<file path="config.mk">
export PLATFORM = sky130hd
export DESIGN_NAME = chimp_seq_ctrl
export DESIGN_NICKNAME = d
export VERILOG_FILES = /design/src/rtl/chimp_seq_ctrl.sv
export SDC_FILE = /design/constraint.sdc
export NUM_CORES = 1
export LEC_CHECK = 0
export BUFFER_PORTS_ARGS = -buffer_cell sky130_fd_sc_hd__buf_2
export CAP_MARGIN = 40
export CORE_MARGIN = 2
export CORE_UTILIZATION = 54
export CTS_CLUSTER_SIZE = 24
export DETAILED_ROUTE_END_ITERATION = 6
export GPL_ROUTABILITY_DRIVEN = 0
export PLACE_DENSITY = 0.79
export SLEW_MARGIN = 15
export SYNTH_ARGS = -nofsm -noshare
export SYNTH_HDL_FRONTEND = slang
export SYNTH_SLANG_ARGS = --single-unit
</file>
<file path="constraint.sdc">
create_clock -name clk -period 2.6 [get_ports clk]
set_input_delay 0 -clock clk [delete_from_list [all_inputs] [get_ports clk]]
set_output_delay 0 -clock clk [all_outputs]
set_load 0.02 [all_outputs]
</file>
<file path="src/rtl/chimp_seq_ctrl.sv">
// chimp_seq_ctrl: level/number/strike sequencing for the chimp memory test.
// Moore FSM plus registered counters; outputs decode registered state only.
module chimp_seq_ctrl #(
  parameter int NUM_W = 5,
  parameter int MAX_LEVEL = 31,
  parameter int START_LEVEL = 4,
  parameter int STRIKES = 3,
  localparam int SW = $clog2(STRIKES + 1)
) (
  input  logic             clk,
  input  logic             iResetn,
  input  logic             iSpace,
  input  logic             iDoneLoad,
  input  logic             iChoseCorrectNum,
  input  logic             iChoseWrongNum,
  output logic [NUM_W-1:0] oLevel,
  output logic [NUM_W-1:0] oNumToChoose,
  output logic             oLoadEnable,
  output logic             oShowEnable,
  output logic             oResetBoard,
  output logic [SW-1:0]    oStrikes,
  output logic [NUM_W-1:0] oBestLevel,
  output logic             oLevelPass,
  output logic             oGameOver
);
  typedef enum logic [2:0] {IDLE, LOAD, CHOOSE, PASS, FAIL, OVER} state_t;
  state_t state, next;
  logic space_q, space_ev, ok, bad, last;
  logic [NUM_W-1:0] level, num, best;
  logic [SW-1:0] strikes;
  assign space_ev = space_q & ~iSpace;
  // a wrong click in the same cycle as a correct one takes priority
  assign bad  = (state == CHOOSE) & iChoseWrongNum;
  assign ok   = (state == CHOOSE) & iChoseCorrectNum & ~iChoseWrongNum;
  assign last = num == level;
  always_ff @(posedge clk or negedge iResetn)
    if (!iResetn) state <= IDLE;
    else state <= next;
  always_comb begin
    next = state;
    case (state)
      IDLE, PASS, FAIL, OVER: next = space_ev ? LOAD : state;
      LOAD: next = iDoneLoad ? CHOOSE : LOAD;
      CHOOSE:
        if (bad) next = (strikes + SW'(1) == SW'(STRIKES)) ? OVER : FAIL;
        else if (ok && last) next = (level == NUM_W'(MAX_LEVEL)) ? OVER : PASS;
      default: next = IDLE;
    endcase
  end
  always_ff @(posedge clk or negedge iResetn)
    if (!iResetn) begin
      space_q <= 1'b0;
      level   <= NUM_W'(START_LEVEL);
      num     <= '0;
      strikes <= '0;
      best    <= '0;
    end else begin
      space_q <= iSpace;
      if (state == IDLE || (state == OVER && space_ev)) begin
        level   <= NUM_W'(START_LEVEL);
        strikes <= '0;
      end
      if (state == LOAD && iDoneLoad) num <= NUM_W'(1);
      if (ok && !last) num <= num + NUM_W'(1);
      if (ok && last && level != NUM_W'(MAX_LEVEL)) level <= level + NUM_W'(1);
      if (ok && last && level > best) best <= level;
      if (bad && strikes != SW'(STRIKES)) strikes <= strikes + SW'(1);
    end
  always_comb begin
    oLevel       = level;
    oNumToChoose = (state == CHOOSE) ? num : '0;
    oLoadEnable  = state == LOAD;
    oShowEnable  = (state == LOAD) | ((state == CHOOSE) & (num == NUM_W'(1)));
    oResetBoard  = state inside {IDLE, PASS, FAIL, OVER};
    oStrikes     = strikes;
    oBestLevel   = best;
    oLevelPass   = state == PASS;
    oGameOver    = state == OVER;
  end
endmodule
</file>
* After elaboration in Yosys (flattened, before gate mapping)
Cells that the tools add are included.
Cells by class: mux-type cells 14, bitwise operators 8, reduce and logical (&&, ||, !) cells 16, add/subtract/negate cells 3, eq/ne operators 13, order comparisons 1
Operators with widths (number):
- $mux W5 | 5
- $mux W3 | 4
- $add A5 B1 Y5 const B | 2
- $pmux W3 S3 | 1
- $logic_and A1 B1 Y1 | 7
- $eq A3 B2 Y1 const B | 2
- $eq A3 B3 Y1 const B | 2
- $mux W2 | 3
- $reduce_bool A2 Y1 | 3
- $and A1 B1 Y1 | 5
- $eq A5 B1 Y1 const B | 1
- $eq A5 B5 Y1 | 1
- $eq A5 B5 Y1 const B | 1
- $gt A5 B5 Y1 | 1
- $ne A5 B5 Y1 const B | 1
- $ne A2 B2 Y1 const B | 2
- $reduce_bool A4 Y1 | 1
- $reduce_or A4 Y1 | 1
- $eq A3 B1 Y1 const B | 1
- $logic_not A3 Y1 | 1
- $ne A3 B2 Y1 const B | 1
- $add A2 B1 Y2 const B | 1
- $eq A2 B2 Y1 const B | 1
- $not A1 Y1 | 2
- 5 further kinds | 5
Storage, ports and cells: output and inout bits 22, flip-flop bits (word level) 21

* Longest topological paths before layout
Gate-level depths: netlist of run 1.
depth in word-level cells 7, mapped depth 7, gate-level depth less buffers 7

* Worst setup path before layout of run 1
No wires, ideal clock.
kind reg-to-reg, start point reg level[2] (netlist: oLevel[2]), end point reg best[0] (netlist: oBestLevel[0]), period minus slack after synthesis 2.150 ns, setup time 0.125 ns, cell stages (with the launch flop) 7, setup slack 0.450 ns, arrival time 2.026 ns, cell sequence dfstp_2 ha_1 and3_1 a221o_1 a21oi_1 a311oi_4 mux2_2
Between the ends: cells in the longest elaborated chain, start to end 3, elaborated cells on any way between the ends 4
RTL lines:
- start: declaration | line 29 | logic [NUM_W-1:0] level, num, best;
- start signal: assignment | line 53 | level <= NUM_W'(START_LEVEL);
- start signal: assignment | line 60 | level <= NUM_W'(START_LEVEL);
- start signal: assignment | line 65 | if (ok && last && level != NUM_W'(MAX_LEVEL)) level <= level + NUM_W'(1);
- branches (longest 2 deep; another with $gt A5 B5 Y1)
- $logic_and A1 B1 Y1 * | line 66 | if (ok && last && level > best) best <= level;
- end signal: assignment | line 66
- end: declaration | line 29
Mark *: on every way between the ends. A chain may end at the register's enable or synchronous reset.

* Worst setup path in the final report of run 1
start point reg level[2] (netlist: oLevel[2]), end point reg best[4] (netlist: oBestLevel[4])
The elaborated chain is that of the path after synthesis.

==> results of run 1 <==
==> worst min-delay path: cells and delay by family <==
kind                   cells  cell delay [ps]
AOI/OAI and AO/OA          1               70
buffers and inverters      1               90
muxes                      1              130
==> flip-flops by register name (all words and copies together), names as in the netlist <==
| signal | flops |
|---|---|
| num | 5 |
| state | 3 |
| oLevel | 5 |
| oStrikes | 2 |
| oBestLevel | 5 |
| space_q | 1 |
==> power breakdown <==
| part | switching [mW] | internal, mW | total [mW] |
|---|---|---|---|
| Sequential | 0.0873 | 0.379 | 0.467 |
| Clock | 0.108 | 0.0576 | 0.166 |
| Combinational | 0.325 | 0.234 | 0.559 |
| Total | 0.520 | 0.671 | 1.19 |
==> path summary, 6_finish.rpt <==
kind                               start            end  slack, ps  cells past startpoint
max in group asynchronous        iResetn      oLevel[2]       2100                      2
max                            oLevel[2]  oBestLevel[4]        370                      5
min reg2reg                oBestLevel[3]  oBestLevel[3]        550                      1
min in group asynchronous        iResetn         num[3]        150                      2
max reg2reg                    oLevel[2]  oBestLevel[4]        370                      5
min                            iDoneLoad         num[0]         10                      3
==> cell usage in the layout (no fill, tap or decap), types with 2 or more instances in the layout <==
| cell | count |
|---|---|
| buf_2 | 27 |
| dfrtp_1 | 20 |
| inv_1 | 14 |
| ha_1 | 11 |
| o21ai_0 | 8 |
| nand3_1 | 8 |
| mux2_2 | 6 |
| xor2_1 | 5 |
| mux2i_1 | 5 |
| and3_1 | 4 |
| and2_1 | 4 |
| nor2_1 | 4 |
| nand2_1 | 4 |
| a21oi_1 | 4 |
| nor3b_1 | 3 |
| a21o_1 | 3 |
| clkbuf_4 | 3 |
| xnor2_1 | 2 |
| nor3_1 | 2 |
| a31oi_1 | 2 |
| dlygate4sd3_1 | 2 |
==> stage by stage <==
step	hold WS [ps]	utilization, %
3_3_place_gp	-18.86	63.17
5_1_grt	39.10	65.12
2_1_floorplan	-295.6	-
6_report	13.62	65.12
3_5_place_dp	-9.908	63.17
4_1_cts	3.713	65.12
==> layer usage <==
metal | share of wire (%) | GRT usage, %
met4 | 1.2 | 8.333
met3 | 3.5 | 4.098
met1 | 44 | 26.74
met2 | 51 | 36.55
met5 | 0 | 0
==> cells by family (layout without fill, tap and decap cells) <==
logic type | after synthesis | in the layout | synth area share [%]
AO/OA/AOI/OAI | 25 | 25 | 13.67
XOR/XNOR | 7 | 7 | 4.496
adder cells (fa/ha/maj) | 11 | 11 | 10.09
buffers and inverters | 15 | 48 | 4.404
flip-flops | 21 | 21 | 38.62
multiplexers | 12 | 12 | 9.724
AND/OR/NAND/NOR | 40 | 40 | 18.99
==> final cells by class <==
cell class	instances	area share, %
Timing Repair Buffer	30	10.27
Inverter	14	3.318
Multi-Input combinational cell	95	49.05
Clock buffer	3	1.422
Tap cell	30	2.370
Sequential cell	21	33.25
Clock inverter	1	0.3160
==> impl_summary.txt, run 1 <==
----------------------------------------------------
[Synthesis]
  Count of mapped cells out of synthesis ... 131
  Sequential-to-total area share from yosys stat ... 38.62%
  Syn Area/Cell ... 10.41 sq um
  Portion of synthesized cell area occupied by the leading cell type ... 36.70%
  Number of distinct standard cells referenced by the synthesized netlist ... 40
  Biggest area consumer among synthesized cells ... dfrtp_1
  Count of state elements after synthesis ... 21
  Most common cell in the synthesized netlist ... dfrtp_1
  Synthesis warning total ... 0
  Number of enable flip-flop cells after synthesis ... 0
  Net count after synthesis ... 148
  Post-synth ARST share ... 100.0%
  Cell area after synthesis ... ~0.0014 sq mm
  Area contributors post-synth ... dfrtp_1, ha_1, mux2_2
  Post-synth top flop ... dfrtp_1
  Commonest cells in the netlist ... dfrtp_1, inv_1, ha_1, nand3_1, o21ai_0

[Drt]
  Drt via density ... 5.557
  DR pass1 iterations ... 4
  Post-detailed-routing wire length ... 2878 microns
  1st-iter DRT viols ... 15
  DRC violation count after routing ... 0
  Antenna-violating nets left ... 0
  Average detailed-routed wire length per instance ... 14.84 microns
  Vias ... between 1,000 and 1,500

[CTS]
  # resized after CTS ... 0
  Clock Root Buffer ... clkbuf_4
  Hold buffer count at CTS ... 2
  Clock buffers created by TritonCTS ... 3
  Post-CTS clock slew at the launch and capture registers of the worst setup and hold paths ... 130 ps
  CTS max path bufs ... 2
  Clock latency at the later pin of the worst-skew pair ... 310 ps
  Clk sink count ... 21
  Depth of the CTS H-tree ... 1
  Post-CTS setup buffer count ... 0
  Clock tree from TritonCTS ... yes

[Global route]
  Vias in the first global route ... 995
  Total global routing track utilization ... 21.47%
  Initial antenna violation count ... 0
  Largest net degree at the start of global routing ... 22
  First-pass GRT wire length ... 4512 microns
  GRT Residual Overflow ... 0

[Cells and area]
  Filler-free cell count of the finished design ... 194
  Post-route standard cell area excluding fillers ... 0.001584 sq mm
  Antenna fix cells ... 0
  Layout net count ... 182
  Area added between synthesis and finish ... 16.15%
  Count of filler cells inserted in the layout ... 210
  Fraction of layout cells with a size suffix above 1 ... 29.27%
  Sequential cell area ... 526.8 sq um
  Footprint of the multi-input gates ... 777.0 sq um

[Worst setup path]
  Cell at the slowest stage of the critical path ... dfstp_2
  Category of the critical setup timing path ... flop to flop
  Sort of element at the start of the critical path ... flop
  Data required time of the critical path ... 2810 ps
  Critical path data arrival time ... 2440 ps
  Crit path largest cell delay ... 620 ps
  Category of the worst setup path capture point ... flop
  Highest net fanout along the worst path ... 8
  Buffers and inverters on the worst path ... 0
  Series of cell instances along the critical path ... xor2_1 -> nor3_1 -> nand3_2 -> a311oi_4 -> mux2_2
  Family with the most delay on the worst path ... simple AND/OR/NAND/NOR gates

[Placed design]
  Worst-case setup slack after placement ... 397.3 ps
  Dpl cells ... 188
  Placed cell areas ... ~0.0015 sq mm
  Total half-perimeter wirelength after legalization and detailed placement ... ~2200 microns
  Quantity of I/O buffers inserted on ports ... 27

[Floorplanning]
  Y dimension of the die ... 54.26 microns
  Io pins ... 28
  Overall die area ... 0.002944 sq mm
  Width of the die ... 54.26 microns
  Initial Utilization ... 56.07%
  Cell row count ... 18
  Placeable Area ... 0.002432 sq mm

[Timing]
  Highest Clock Rate ... 448.0 MHz
  Final setup violation count ... 0
  Final Critical Period ... 2232 ps
  Final hold violation count ... 0
  Post-route clock skew ... 5.810 ps
  Worst setup margin ... between 300 and 400 ps
  Slew Viols, Final ... 0
  Worst Tran Pin Value ... 754.4 ps
  Final worst path period share ... a little under nine tenths
  Max transition margin ... 49.60%
  Final-layout setup total negative slack ... 0 ps
  Unrepaired setup endpoints after global routing ... no

[Power and ir drop]
  Tot Pwr ... between 1 and 1.5 mW
  Leakage dissipation ... 0.7889 nW
  Maximum vdd drop ... approximately 0.00065 V
  Cell area power density ... 751.9 mW/mm^2

[Hold path]
  Path category of the worst min-delay check ... input port to flop

[Flow run]
  Count of max-cap constraint violations ... 0

[Status]
  Status ... completed

----------------------------------------------------
No activity file was read; power rests on OpenSTA's default activity.
==> run 2: changes to the inputs <==
--- a/config.mk
+++ b/config.mk
@@ -13,6 +13,7 @@
 export DETAILED_ROUTE_END_ITERATION = 6
 export GPL_ROUTABILITY_DRIVEN = 0
 export PLACE_DENSITY = 0.79
+export REMOVE_ABC_BUFFERS = 1
 export SLEW_MARGIN = 15
 export SYNTH_ARGS = -nofsm -noshare
 export SYNTH_HDL_FRONTEND = slang
==> constraint.sdc (replaced) <==
create_clock -name clk -period 2.21 [get_ports clk]
set_input_delay 0 -clock clk [delete_from_list [all_inputs] [get_ports clk]]
set_output_delay 0 -clock clk [all_outputs]
set_load 0.02 [all_outputs]
==> run 2 against run 1 <==
  * Total power increased by 22%
  * Sequential cell count is the same
  * Critical endpoint is now oBestLevel[1]
  * Clock skew rose by 3.2 ps
==> impl_summary.txt, run 2 (synthesized netlist as in run 1, its figures left out) <==
----------------------------------------------------
[Status]
  Status ... completed

[Hold path]
  Path category of the worst min-delay check ... input port to flop
  Worst Hold Launch ... iChoseWrongNum
  Number of stages on the worst hold path ... 3
  Hold Path Sink ... state[1]

[Floorplanning]
  Cell row count ... 18
  Overall die area ... just under 0.003 sq mm
  Io pins ... 28
  Y dimension of the die ... 54.26 microns
  Initial Utilization ... between 50% and 60%
  Width of the die ... 54.26 microns
  Placeable Area ... ~0.0024 sq mm

[Timing]
  Slew Viols, Final ... 0
  Unrepaired setup endpoints after global routing ... no
  Highest Clock Rate ... roughly 470 MHz
  Worst hold slack across all endpoints ... between 60 and 70 ps
  Max transition margin ... 66.93%
  Worst Tran Pin Value ... 490.9 ps
  Final worst path period share ... 96.47%
  Final hold violation count ... 0
  Final-layout setup total negative slack ... 0 ps
  Worst setup margin ... ~80 ps
  Post-route clock skew ... 9.001 ps
  Final setup violation count ... 0
  Final Critical Period ... about 2100 ps

[Cells and area]
  Commonest cells after routing, fill and taps aside ... buf_2, dfrtp_1, inv_1, ha_1, buf_4
  Layout net count ... roughly 190
  Leading cell type in the layout, fill and taps excluded ... buf_2
  Final core area utilization ... 68.26%
  Antenna fix cells ... 0
  Area added between synthesis and finish ... 21.74%
  Count of filler cells inserted in the layout ... 200
  Fraction of layout cells with a size suffix above 1 ... around a third
  Filler-free cell count of the finished design ... 204
  Post-route standard cell area excluding fillers ... 0.001660 sq mm

[Drt]
  Post-detailed-routing wire length ... around 3000 microns
  DRC violation count after routing ... 0
  DR pass1 iterations ... 4
  Antenna-violating nets left ... 0
  Drt via density ... 5.515
  Average detailed-routed wire length per instance ... approximately 15 microns
  1st-iter DRT viols ... 25
  Vias ... 1,125

[Placed design]
  Worst-case setup slack after placement ... 106.1 ps
  Dpl cells ... slightly below 200
  Placed cell areas ... 0.001604 sq mm
  Total half-perimeter wirelength after legalization and detailed placement ... roughly 2300 microns
  Quantity of I/O buffers inserted on ports ... 27

[CTS]
  Clock latency at the later pin of the worst-skew pair ... between 300 and 400 ps
  Depth of the CTS H-tree ... 1
  # resized after CTS ... 0
  Clk sink count ... 21
  Post-CTS clock slew at the launch and capture registers of the worst setup and hold paths ... 130 ps
  Clock Root Buffer ... clkbuf_4
  Clock buffers created by TritonCTS ... 3
  CTS max path bufs ... 2
  Post-CTS setup buffer count ... 0
  Clock tree from TritonCTS ... yes

[Global route]
  GR Layer Usage met3 ... 3.825%
  Grt met2 use ... between 30% and 40%
  First-pass GRT wire length ... 4919 microns
  Total global routing track utilization ... between 20% and 30%
  GRT met1 Usage ... between 30% and 40%
  GRT Residual Overflow ... 0
  Initial antenna violation count ... 0
  Largest net degree at the start of global routing ... 22
  Vias in the first global route ... 1,120
  Most crowded layer after global routing ... met2

[Worst setup path]
  Worst-case reg-to-reg path depth ... 5
  Crit path largest cell delay ... 440 ps
  Series of cell instances along the critical path ... or3b_4 -> nor3b_4 -> nand3_2 -> a311oi_4 -> mux2_2
  Data required time of the critical path ... 2440 ps
  Sort of element at the start of the critical path ... flop
  Category of the critical setup timing path ... flop to flop
  Category of the worst setup path capture point ... flop
  R2R Setup Slk ... 80 ps
  Startpoint of the worst register-to-register path ... state[0]
  Crit Reg-Reg Endpoint ... oBestLevel[1]
  Highest net fanout along the worst path ... 5
  Cell at the slowest stage of the critical path ... or3b_4
  Critical path data arrival time ... 2360 ps

[Power and ir drop]
  Tot Pwr ... 1.453 mW
  Maximum vdd drop ... ~0.00083 V
  Cell area power density ... 875.0 mW/mm^2
  Leakage dissipation ... ~0.84 nW

[Flow run]
  Count of max-cap constraint violations ... 0

----------------------------------------------------
## run 2: cell count changes in the layout (fill, tap and decap cells not counted), sizes merged
cell / before / now
clkbuf: 3 / 4
dlygate4sd3: 2 / 3
buf: 28 / 37
clkinv: 1 / 0
## run 2: per-layer routing
layer / part of all wire, % / vias to the layer above / routed length, microns
li1: - / 551 / -
met2: 49 / 20 / 1483
met5: 0 / - / 0
met3: 3.2 / 5 / 95
met1: 46 / 549 / 1376
met4: 1.8 / 0 / 53
## run 2: critical path: cells and delay by family (launching register included)
kind | cells | cell delay (ps)
mux | 1 | 380
compound gates | 1 | 420
simple gates | 3 | 840
flops | 1 | 400
## run 2: power by group
part           total [mW]  leakage (nW)  internal (mW)  switching [mW]
clock network       0.202        0.0150         0.0709           0.131
registers           0.515         0.271          0.447          0.0686
logic               0.736         0.549          0.311           0.425
## run 2: final cells by class
class / instances / area [sq um] / area share (%)
Sequential cell: 21 / 526.8 / 31.73
Multi-Input combinational cell: 95 / 777.0 / 46.80
Inverter: 14 / 52.55 / 3.165
Tap cell: 30 / 37.54 / 2.261
Clock buffer: 4 / 26.28 / 1.583
Timing Repair Buffer: 40 / 240.2 / 14.47
## run 2: worst max path at each step
stage,depth (start not counted),endpoint,slack [ps],start
after floorplan,6,oBestLevel[0],60,oLevel[2]
after global placement,6,oBestLevel[3],180,oLevel[2]
after detailed placement,7,oBestLevel[1],110,oBestLevel[3]
after CTS,7,oBestLevel[1],90,oBestLevel[3]
after global routing,5,oBestLevel[3],0.8,state[0]
final,5,oBestLevel[1],80,state[0]
## run 2: timing repair
item	in CTS	in global routing
endpoints found under the setup margin	0	4
hold endpoints to repair	23	0
hold buffers	3	0
